===== src/rtl/synch_pkg.sv =====
// synch_pkg: shared state encoding, comma patterns and 10b code-group checks for synch_multi.
package synch_pkg;
  typedef enum logic [1:0] {LOSS_OF_SYNC, COMMA_DETECT, ACQUIRE_SYNC, SYNC_ACQUIRED} state_t;
  localparam logic [6:0] COMMA_P = 7'b0011111;
  localparam logic [6:0] COMMA_M = 7'b1100000;
  function automatic logic [3:0] ones(input logic [9:0] cg);
    logic [3:0] n;
    n = 4'd0;
    for (int i = 0; i < 10; i++) n += {3'd0, cg[i]};
    return n;
  endfunction
  function automatic logic is_comma(input logic [9:0] cg);
    return cg[9:3] == COMMA_P || cg[9:3] == COMMA_M;
  endfunction
  // rd = 1 means running disparity positive
  function automatic logic cg_valid(input logic [9:0] cg, input logic rd);
    logic [3:0] n;
    logic run;
    n = ones(cg);
    run = 1'b0;
    for (int i = 0; i < 5; i++) run |= cg[i +: 6] == 6'h3f || cg[i +: 6] == 6'h00;
    return n >= 4'd4 && n <= 4'd6 && !(n == 4'd6 && rd) && !(n == 4'd4 && !rd) && !run;
  endfunction
endpackage


===== src/rtl/synch_lane.sv =====
// synch_lane: one-lane code-group synchronisation FSM with loss level and good-group counting.
// Optional SYNCH_LOS_CNT_EN adds a saturating count of sync losses.
module synch_lane
  import synch_pkg::*;
#(
  parameter int COMMA_CNT    = 3,
  parameter int LOSS_LIMIT   = 4,
  parameter int GOOD_CGS_MAX = 3
) (
  input  logic       clk,
  input  logic       rst_n,
  input  logic       force_los,
  input  logic [9:0] pudi,
`ifdef SYNCH_LOS_CNT_EN
  input  logic       los_clr,
  output logic [7:0] los_cnt,
`endif
  output logic       code_sync,
  output logic       rx_even,
  output logic [2:0] good_cgs,
  output logic       sync_next
);
  state_t state, ns;
  logic [2:0] cnt, lvl, n_cnt, n_lvl, n_good;
  logic rd, n_even, comma, valid, bad;
  logic [3:0] n1;
  always_comb begin
    comma = is_comma(pudi);
    valid = cg_valid(pudi, rd);
    bad = !valid || (comma && rx_even);
    n1 = ones(pudi);
    ns = state;
    n_even = !rx_even;
    n_cnt = cnt;
    n_lvl = lvl;
    n_good = good_cgs;
    case (state)
      LOSS_OF_SYNC:
        if (comma) begin
          ns = COMMA_DETECT;
          n_even = 1'b1;
          n_cnt = 3'd1;
        end
      COMMA_DETECT: begin
        n_even = 1'b0;
        ns = (valid && !comma) ? ACQUIRE_SYNC : LOSS_OF_SYNC;
      end
      ACQUIRE_SYNC:
        if (bad) ns = LOSS_OF_SYNC;
        else if (comma) begin
          n_cnt = cnt + 3'd1;
          ns = (n_cnt == 3'(COMMA_CNT)) ? SYNC_ACQUIRED : COMMA_DETECT;
          n_lvl = 3'd0;
          n_good = 3'd0;
        end
      SYNC_ACQUIRED: begin
        n_even = comma || !rx_even;
        if (bad) begin
          n_lvl = lvl + 3'd1;
          n_good = 3'd0;
          if (n_lvl == 3'(LOSS_LIMIT)) ns = LOSS_OF_SYNC;
        end else if (lvl != 3'd0) begin
          n_good = good_cgs + 3'd1;
          if (n_good == 3'(GOOD_CGS_MAX)) begin
            n_lvl = lvl - 3'd1;
            n_good = 3'd0;
          end
        end
      end
    endcase
    if (force_los) begin
      ns = LOSS_OF_SYNC;
      n_even = !rx_even;
    end
    // every path into loss of sync forgets comma count and loss level
    if (ns == LOSS_OF_SYNC) begin
      n_cnt = 3'd0;
      n_lvl = 3'd0;
      n_good = 3'd0;
    end
    sync_next = ns == SYNC_ACQUIRED;
  end
  always_ff @(posedge clk) begin
    if (!rst_n) begin
      state <= LOSS_OF_SYNC;
      rx_even <= 1'b0;
      code_sync <= 1'b0;
      good_cgs <= 3'd0;
      cnt <= 3'd0;
      lvl <= 3'd0;
      rd <= 1'b0;
    end else begin
      state <= ns;
      rx_even <= n_even;
      code_sync <= sync_next;
      good_cgs <= n_good;
      cnt <= n_cnt;
      lvl <= n_lvl;
      rd <= rd ^ (n1 == 4'd4 || n1 == 4'd6);
    end
  end
`ifdef SYNCH_LOS_CNT_EN
  always_ff @(posedge clk) begin
    if (!rst_n || los_clr) los_cnt <= 8'd0;
    else if (state == SYNC_ACQUIRED && ns == LOSS_OF_SYNC && los_cnt != 8'hff) los_cnt <= los_cnt + 8'd1;
  end
`endif
endmodule


===== src/rtl/synch_multi.sv =====
// synch_multi: LANES independent 10b code-group synchronisers with registered aggregate sync.
// Optional SYNCH_LOS_CNT_EN adds LOS_CLR/LOS_CNT per-lane sync-loss counters.
module synch_multi #(
  parameter int LANES        = 1,
  parameter int COMMA_CNT    = 3,
  parameter int LOSS_LIMIT   = 4,
  parameter int GOOD_CGS_MAX = 3
) (
  input  logic                  CLK,
  input  logic                  RESET,
  input  logic                  POWER,
  input  logic [LANES-1:0]      SIGNAL_CHANGE,
  input  logic [LANES-1:0]      SIGNAL_DETECT,
  input  logic                  MR_LOOPBACK,
  input  logic [10*LANES-1:0]   PUDI,
`ifdef SYNCH_LOS_CNT_EN
  input  logic                  LOS_CLR,
  output logic [8*LANES-1:0]    LOS_CNT,
`endif
  output logic [LANES-1:0]      CODE_SYNC,
  output logic [LANES-1:0]      RX_EVEN,
  output logic [10*LANES-1:0]   SUDI,
  output logic [3*LANES-1:0]    GOOD_CGS,
  output logic                  ALL_SYNC
);
  logic [LANES-1:0] nxt;
  for (genvar i = 0; i < LANES; i++) begin : g_lane
    synch_lane #(
      .COMMA_CNT(COMMA_CNT),
      .LOSS_LIMIT(LOSS_LIMIT),
      .GOOD_CGS_MAX(GOOD_CGS_MAX)
    ) u_lane (
      .clk(CLK),
      .rst_n(RESET),
      .force_los(!POWER || SIGNAL_CHANGE[i] || (!SIGNAL_DETECT[i] && !MR_LOOPBACK)),
      .pudi(PUDI[10*i +: 10]),
`ifdef SYNCH_LOS_CNT_EN
      .los_clr(LOS_CLR),
      .los_cnt(LOS_CNT[8*i +: 8]),
`endif
      .code_sync(CODE_SYNC[i]),
      .rx_even(RX_EVEN[i]),
      .good_cgs(GOOD_CGS[3*i +: 3]),
      .sync_next(nxt[i])
    );
  end
  always_ff @(posedge CLK) begin
    SUDI <= RESET ? PUDI : '0;
    ALL_SYNC <= RESET && (&nxt);
  end
endmodule


===== config.mk =====
export PLATFORM = sky130hd
export DESIGN_NAME = synch_multi
export DESIGN_NICKNAME = d
export VERILOG_FILES = /design/src/rtl/synch_pkg.sv /design/src/rtl/synch_lane.sv /design/src/rtl/synch_multi.sv
export SDC_FILE = /design/constraint.sdc
export NUM_CORES = 1
export LEC_CHECK = 0
export ABC_CLOCK_PERIOD_IN_PS = 13900
export CORE_MARGIN = 2
export CORE_UTILIZATION = 55
export DETAILED_ROUTE_END_ITERATION = 16
export MAX_ROUTING_LAYER = met4
export PLACE_DENSITY = 0.84
export REMOVE_ABC_BUFFERS = 1
export SLEW_MARGIN = 30
export SYNTH_ARGS = -nofsm -noshare
export SYNTH_HDL_FRONTEND = slang
export SYNTH_SLANG_ARGS = --single-unit

===== constraint.sdc =====
create_clock -name CLK -period 13.9 [get_ports CLK]
set_input_delay 2.78 -clock CLK [delete_from_list [all_inputs] [get_ports CLK]]
set_output_delay 2.78 -clock CLK [all_outputs]
set_load 0.1 [all_outputs]

==> flow_summary.html <==
<table>
<tr><th>Metric</th><th>Value</th></tr>
<tr><th colspan="2">Run status</th></tr>
<tr><td>Run status</td><td>complete, no violations</td></tr>
<tr><th colspan="2">Floorplan</th></tr>
<tr><td>Area of the core region</td><td>2781 um2</td></tr>
<tr><td>Total die area</td><td>3430 um2</td></tr>
<tr><td>Die height</td><td>58.57 um</td></tr>
<tr><td>Number of top-level pins</td><td>32</td></tr>
<tr><td>Effective utilization at floorplan</td><td>0.5888</td></tr>
<tr><td>Die width</td><td>58.57 um</td></tr>
<tr><td>FP Rows</td><td>19</td></tr>
<tr><th colspan="2">Timing</th></tr>
<tr><td>Min cycle time layout</td><td>8.053 ns</td></tr>
<tr><td>Worst clock skew</td><td>0.01622 ns</td></tr>
<tr><td>Final-report max-slew violation count</td><td>0</td></tr>
<tr><td>Hold Violations, Final</td><td>0</td></tr>
<tr><td>Final sum of negative setup slack</td><td>0 ns</td></tr>
<tr><td>Slew margin rel.</td><td>0.3513</td></tr>
<tr><td>Portion of the clock cycle consumed by the worst path in the final layout</td><td>0.5793</td></tr>
<tr><td>Final setup violation count</td><td>0</td></tr>
<tr><td>Worst Max-Slew Pin Slew</td><td>0.9700 ns</td></tr>
<tr><td>Setup repair after global routing missed its margin</td><td>no</td></tr>
<tr><td>Maximum clock rate</td><td>124.2 MHz</td></tr>
<tr><td>Worst Hold Slack</td><td>0.5066 ns</td></tr>
<tr><th colspan="2">Layout</th></tr>
<tr><td>Post-Layout Inst Area</td><td>1998 um2</td></tr>
<tr><td>Area grow syn2layout</td><td>22.00%</td></tr>
<tr><td>Inserted Diodes</td><td>0</td></tr>
<tr><td>Layout cells sized above 1</td><td>0.06604</td></tr>
<tr><td>Final cell utilization of the core</td><td>0.7184</td></tr>
<tr><td>Layout Cells excl Fill</td><td>243</td></tr>
<tr><td>Final layout net count</td><td>249</td></tr>
<tr><th colspan="2">Power</th></tr>
<tr><td>Share of power burned in combinational logic</td><td>0.378</td></tr>
<tr><td>Fraction of power consumed by sequential logic</td><td>0.439</td></tr>
<tr><td>Cell Pwr Density</td><td>86.22 nW/um2</td></tr>
<tr><td>Largest vdd supply drop</td><td>0.08287 mV</td></tr>
<tr><td>P_sw</td><td>63.13 uW</td></tr>
<tr><td>Lkg Pwr</td><td>0.0007972 uW</td></tr>
<tr><td>Switching share of power</td><td>0.3664</td></tr>
<tr><td>Clock share of power</td><td>0.182</td></tr>
<tr><td>Internal portion of total power</td><td>109.2 uW</td></tr>
<tr><th colspan="2">Global routing</th></tr>
<tr><td>Maximum number of pins on one net before global-route repair</td><td>15</td></tr>
<tr><td>Number of antenna violations at the first check in global routing</td><td>0</td></tr>
<tr><td>GRT overflow</td><td>0</td></tr>
<tr><td>Overall global routing resource usage</td><td>0.2342</td></tr>
<tr><td>Global-route wire length before repair</td><td>6037 um</td></tr>
<tr><td>Via count of the first global-routing pass</td><td>1,419</td></tr>
<tr><th colspan="2">CTS</th></tr>
<tr><td>Setup bufs post-CTS</td><td>0</td></tr>
<tr><td>Post-CTS Hold Buffers</td><td>0</td></tr>
<tr><td>Clock-pin slew on the worst setup and hold paths</td><td>0.14 ns</td></tr>
<tr><td>Clk Tree Root Cell</td><td>clkbuf_4</td></tr>
<tr><td>TritonCTS buffer count</td><td>3</td></tr>
<tr><td>Clock sinks</td><td>25</td></tr>
<tr><td>PostCTS Resize Cnt</td><td>0</td></tr>
<tr><td>CTS tree</td><td>built</td></tr>
<tr><td>CTS H-tree depth</td><td>1</td></tr>
<tr><td>Skew-Pair Late Insertion Delay</td><td>0.32 ns</td></tr>
<tr><td>Largest buffer count on any clock path</td><td>2</td></tr>
<tr><th colspan="2">Yosys</th></tr>
<tr><td>Number of synthesized flops with an enable pin</td><td>0</td></tr>
<tr><td>Distinct cell type count of the synthesized netlist</td><td>49</td></tr>
<tr><td>Average cell area after synthesis</td><td>9.049 um2</td></tr>
<tr><td>Flip-flop cell with the highest count after synthesis</td><td>dfxtp_1</td></tr>
<tr><td>Cell count after synthesis</td><td>181</td></tr>
<tr><td>YS warnings</td><td>0</td></tr>
<tr><td>Portion of synthesized cell area occupied by the leading cell type</td><td>0.3056</td></tr>
<tr><td>Cell type with the highest aggregate area in the netlist</td><td>dfxtp_1</td></tr>
<tr><td>Post-synthesis instance area</td><td>1638 um2</td></tr>
<tr><td>Cell types occupying the most area after synthesis</td><td>dfxtp_1 31%, ha_1 11%, fa_1 7.3%</td></tr>
<tr><td>Count of state elements after synthesis</td><td>25</td></tr>
<tr><td>Fraction of synthesis flops using an asynchronous set or reset pin</td><td>0</td></tr>
<tr><td>Cell with the most instances after synthesis</td><td>dfxtp_1</td></tr>
<tr><td>Share of synthesized area occupied by flip-flops and latches</td><td>0.3056</td></tr>
<tr><td>Ranking of synthesized cells by instance count</td><td>25 x dfxtp_1, 22 x inv_1, 14 x ha_1, 13 x and2_1, 11 x nand2_1</td></tr>
<tr><th colspan="2">Worst hold path</th></tr>
<tr><td>End of the worst hold path</td><td>g_lane[0].u_lane.cnt[1]</td></tr>
<tr><td>Hold path cells</td><td>2</td></tr>
<tr><td>Hold path start</td><td>g_lane[0].u_lane.cnt[1]</td></tr>
<tr><td>Class of the tightest hold or removal check</td><td>flip-flop to flip-flop</td></tr>
<tr><th colspan="2">Worst setup path</th></tr>
<tr><td>Worst R2R Start</td><td>g_lane[0].u_lane.rd</td></tr>
<tr><td>Count of cells along the worst register-to-register path</td><td>7</td></tr>
<tr><td>Arrival time at the worst endpoint</td><td>8.29 ns</td></tr>
<tr><td>Buffers and inverters on the worst path</td><td>4</td></tr>
<tr><td>Cell type with the highest occurrence count on the critical path</td><td>fa_1</td></tr>
<tr><td>Destination of the worst register-to-register timing path</td><td>g_lane[0].u_lane.good_cgs[0]</td></tr>
<tr><td>CP required</td><td>14.13 ns</td></tr>
<tr><td>Cell at the slowest stage of the critical path</td><td>or4_1</td></tr>
<tr><td>Setup slack of the worst register-to-register path</td><td>11.39 ns</td></tr>
<tr><td>Critical setup path kind</td><td>input port to flip-flop</td></tr>
<tr><td>Cells along the critical path</td><td>clkdlybuf4s50_1, inv_1, ha_1, inv_1, fa_1, fa_1, fa_1, inv_1, fa_1, fa_1, nor4b_1, a22oi_1, or4_1, or3_4, a21boi_2, mux2_1, and2_1</td></tr>
<tr><td>Cell class contributing the biggest share of worst-path delay</td><td>adder cells</td></tr>
<tr><td>Crit-path max FO</td><td>5</td></tr>
<tr><td>Startpoint type of the worst setup path</td><td>input port</td></tr>
<tr><td>Maximum cell stage delay along the critical path</td><td>0.64 ns</td></tr>
<tr><td>Nature of the critical path endpoint</td><td>flip-flop</td></tr>
<tr><th colspan="2">Detailed routing</th></tr>
<tr><td>Wire length per cell</td><td>13.83 um</td></tr>
<tr><td>DR pass1 iterations</td><td>4</td></tr>
<tr><td>Via total after detailed routing</td><td>1,379</td></tr>
<tr><td>Vias per inst</td><td>5.675</td></tr>
<tr><td>DRC marker count from the first detailed-route iteration</td><td>41</td></tr>
<tr><td>Residual DRC</td><td>0</td></tr>
<tr><td>Antenna viol nets, final</td><td>0</td></tr>
<tr><td>Overall routed net length</td><td>3361 um</td></tr>
<tr><th colspan="2">Place</th></tr>
<tr><td>Count of port buffers added during placement</td><td>31</td></tr>
<tr><td>Gpl congestion</td><td>0.9081</td></tr>
<tr><td>Cells after DPL</td><td>239</td></tr>
<tr><td>Placed inst area</td><td>1971 um2</td></tr>
<tr><td>Dpl hpwl</td><td>2726 um</td></tr>
<tr><th colspan="2">Run</th></tr>
<tr><td>Max-cap check violation count</td><td>0</td></tr>
</table>
[through the flow]
step / total power (uW) / setup slack (ns)
6_report: 172.3 / 5.847
5_1_grt: 184.9 / 5.594
4_1_cts: 173.4 / 5.884
3_5_place_dp: 142.0 / 5.529
3_3_place_gp: 139.5 / 5.702
2_1_floorplan: 123.8 / 6.415
[worst max-delay path by stage]
| stage | slack (ns) | cells after the start | startpoint | to |
|---|---|---|---|---|
| 2_1_floorplan | 6.41 | 16 | PUDI[0] | g_lane[0].u_lane.good_cgs[0] |
| 3_3_place_gp | 5.70 | 17 | PUDI[1] | g_lane[0].u_lane.good_cgs[0] |
| 3_5_place_dp | 5.53 | 17 | PUDI[1] | g_lane[0].u_lane.good_cgs[0] |
| 4_1_cts | 5.88 | 17 | PUDI[1] | g_lane[0].u_lane.good_cgs[0] |
| 5_1_grt | 5.59 | 17 | PUDI[1] | g_lane[0].u_lane.cnt[1] |
| 6_report | 5.85 | 17 | PUDI[1] | g_lane[0].u_lane.good_cgs[0] |
[cell families after synthesis]
logic type,share of synthesized area
XOR/XNOR,0.02139
flip-flops,0.3056
multiplexers,0.02062
AO/OA/AOI/OAI,0.1727
adder cells (fa/ha/maj),0.1803
AND/OR/NAND/NOR,0.2391
buffers and inverters,0.06035
[routing by layer]
layer,global-route usage,part of all wire,vias to the layer above
li1,-,-,690
met1,0.2754,0.42,641
met3,0.03516,0.047,6
met5,-,0,-
met2,0.4045,0.52,42
met4,0.08766,0.014,0
[cell usage in the layout, fill, tap and decap left out, drive strengths merged, types with 2 or more instances in the layout]
cell            n
a22oi           2
nor2            7
and2           14
a21boi          7
nand3           3
nor4            3
clkdlybuf4s50  31
o21a            4
nand2b          2
xnor2           2
nand2          11
fa              6
a31oi           2
nor3            6
a21o            2
or4             3
inv            22
mux2            3
clkbuf          3
ha             14
xor2            2
a21oi           6
o22ai           2
o211ai          2
dfxtp          25
o21ai           5
nand4b          3
or3             5
[registers in the layout (all words and copies together) (netlist names)]
register,count
g_lane.u_lane.lvl,3
g_lane.u_lane.state,2
g_lane.u_lane.good_cgs,3
g_lane.u_lane.cnt,3
ALL_SYNC,1
g_lane.u_lane.code_sync,1
SUDI,10
g_lane.u_lane.rd,1
g_lane.u_lane.rx_even,1
[power by group through the flow]
| stage | logic [uW] | clock network, uW | registers [uW] |
|---|---|---|---|
| finish | 65.2 | 31.4 | 75.7 |
| floorplan | 33.9 | 0 | 89.9 |
| global placement | 62.3 | 0 | 77.1 |
| global route | 73.3 | 35.4 | 76.2 |
| CTS | 65.1 | 32.6 | 75.7 |
| detailed placement | 64.7 | 0 | 77.3 |
[cell type report]
class                      count  area [um2]
fill                         227       783.3
clock buffer                   3       22.52
inverter                      22       82.58
sequential                    25       500.5
timing repair buffer          31       310.3
tap                           31       38.79
clock inverter                 1       5.005
multi-input combinational    130        1039
[worst register-to-register path: cells and delay by family (launching register included)]
kind | cells | cell delay (ns)
compound gates | 3 | 0.52
mux | 1 | 0.36
flops | 1 | 0.35
simple gates | 3 | 1.20
(Power assumes the default switching activity.)
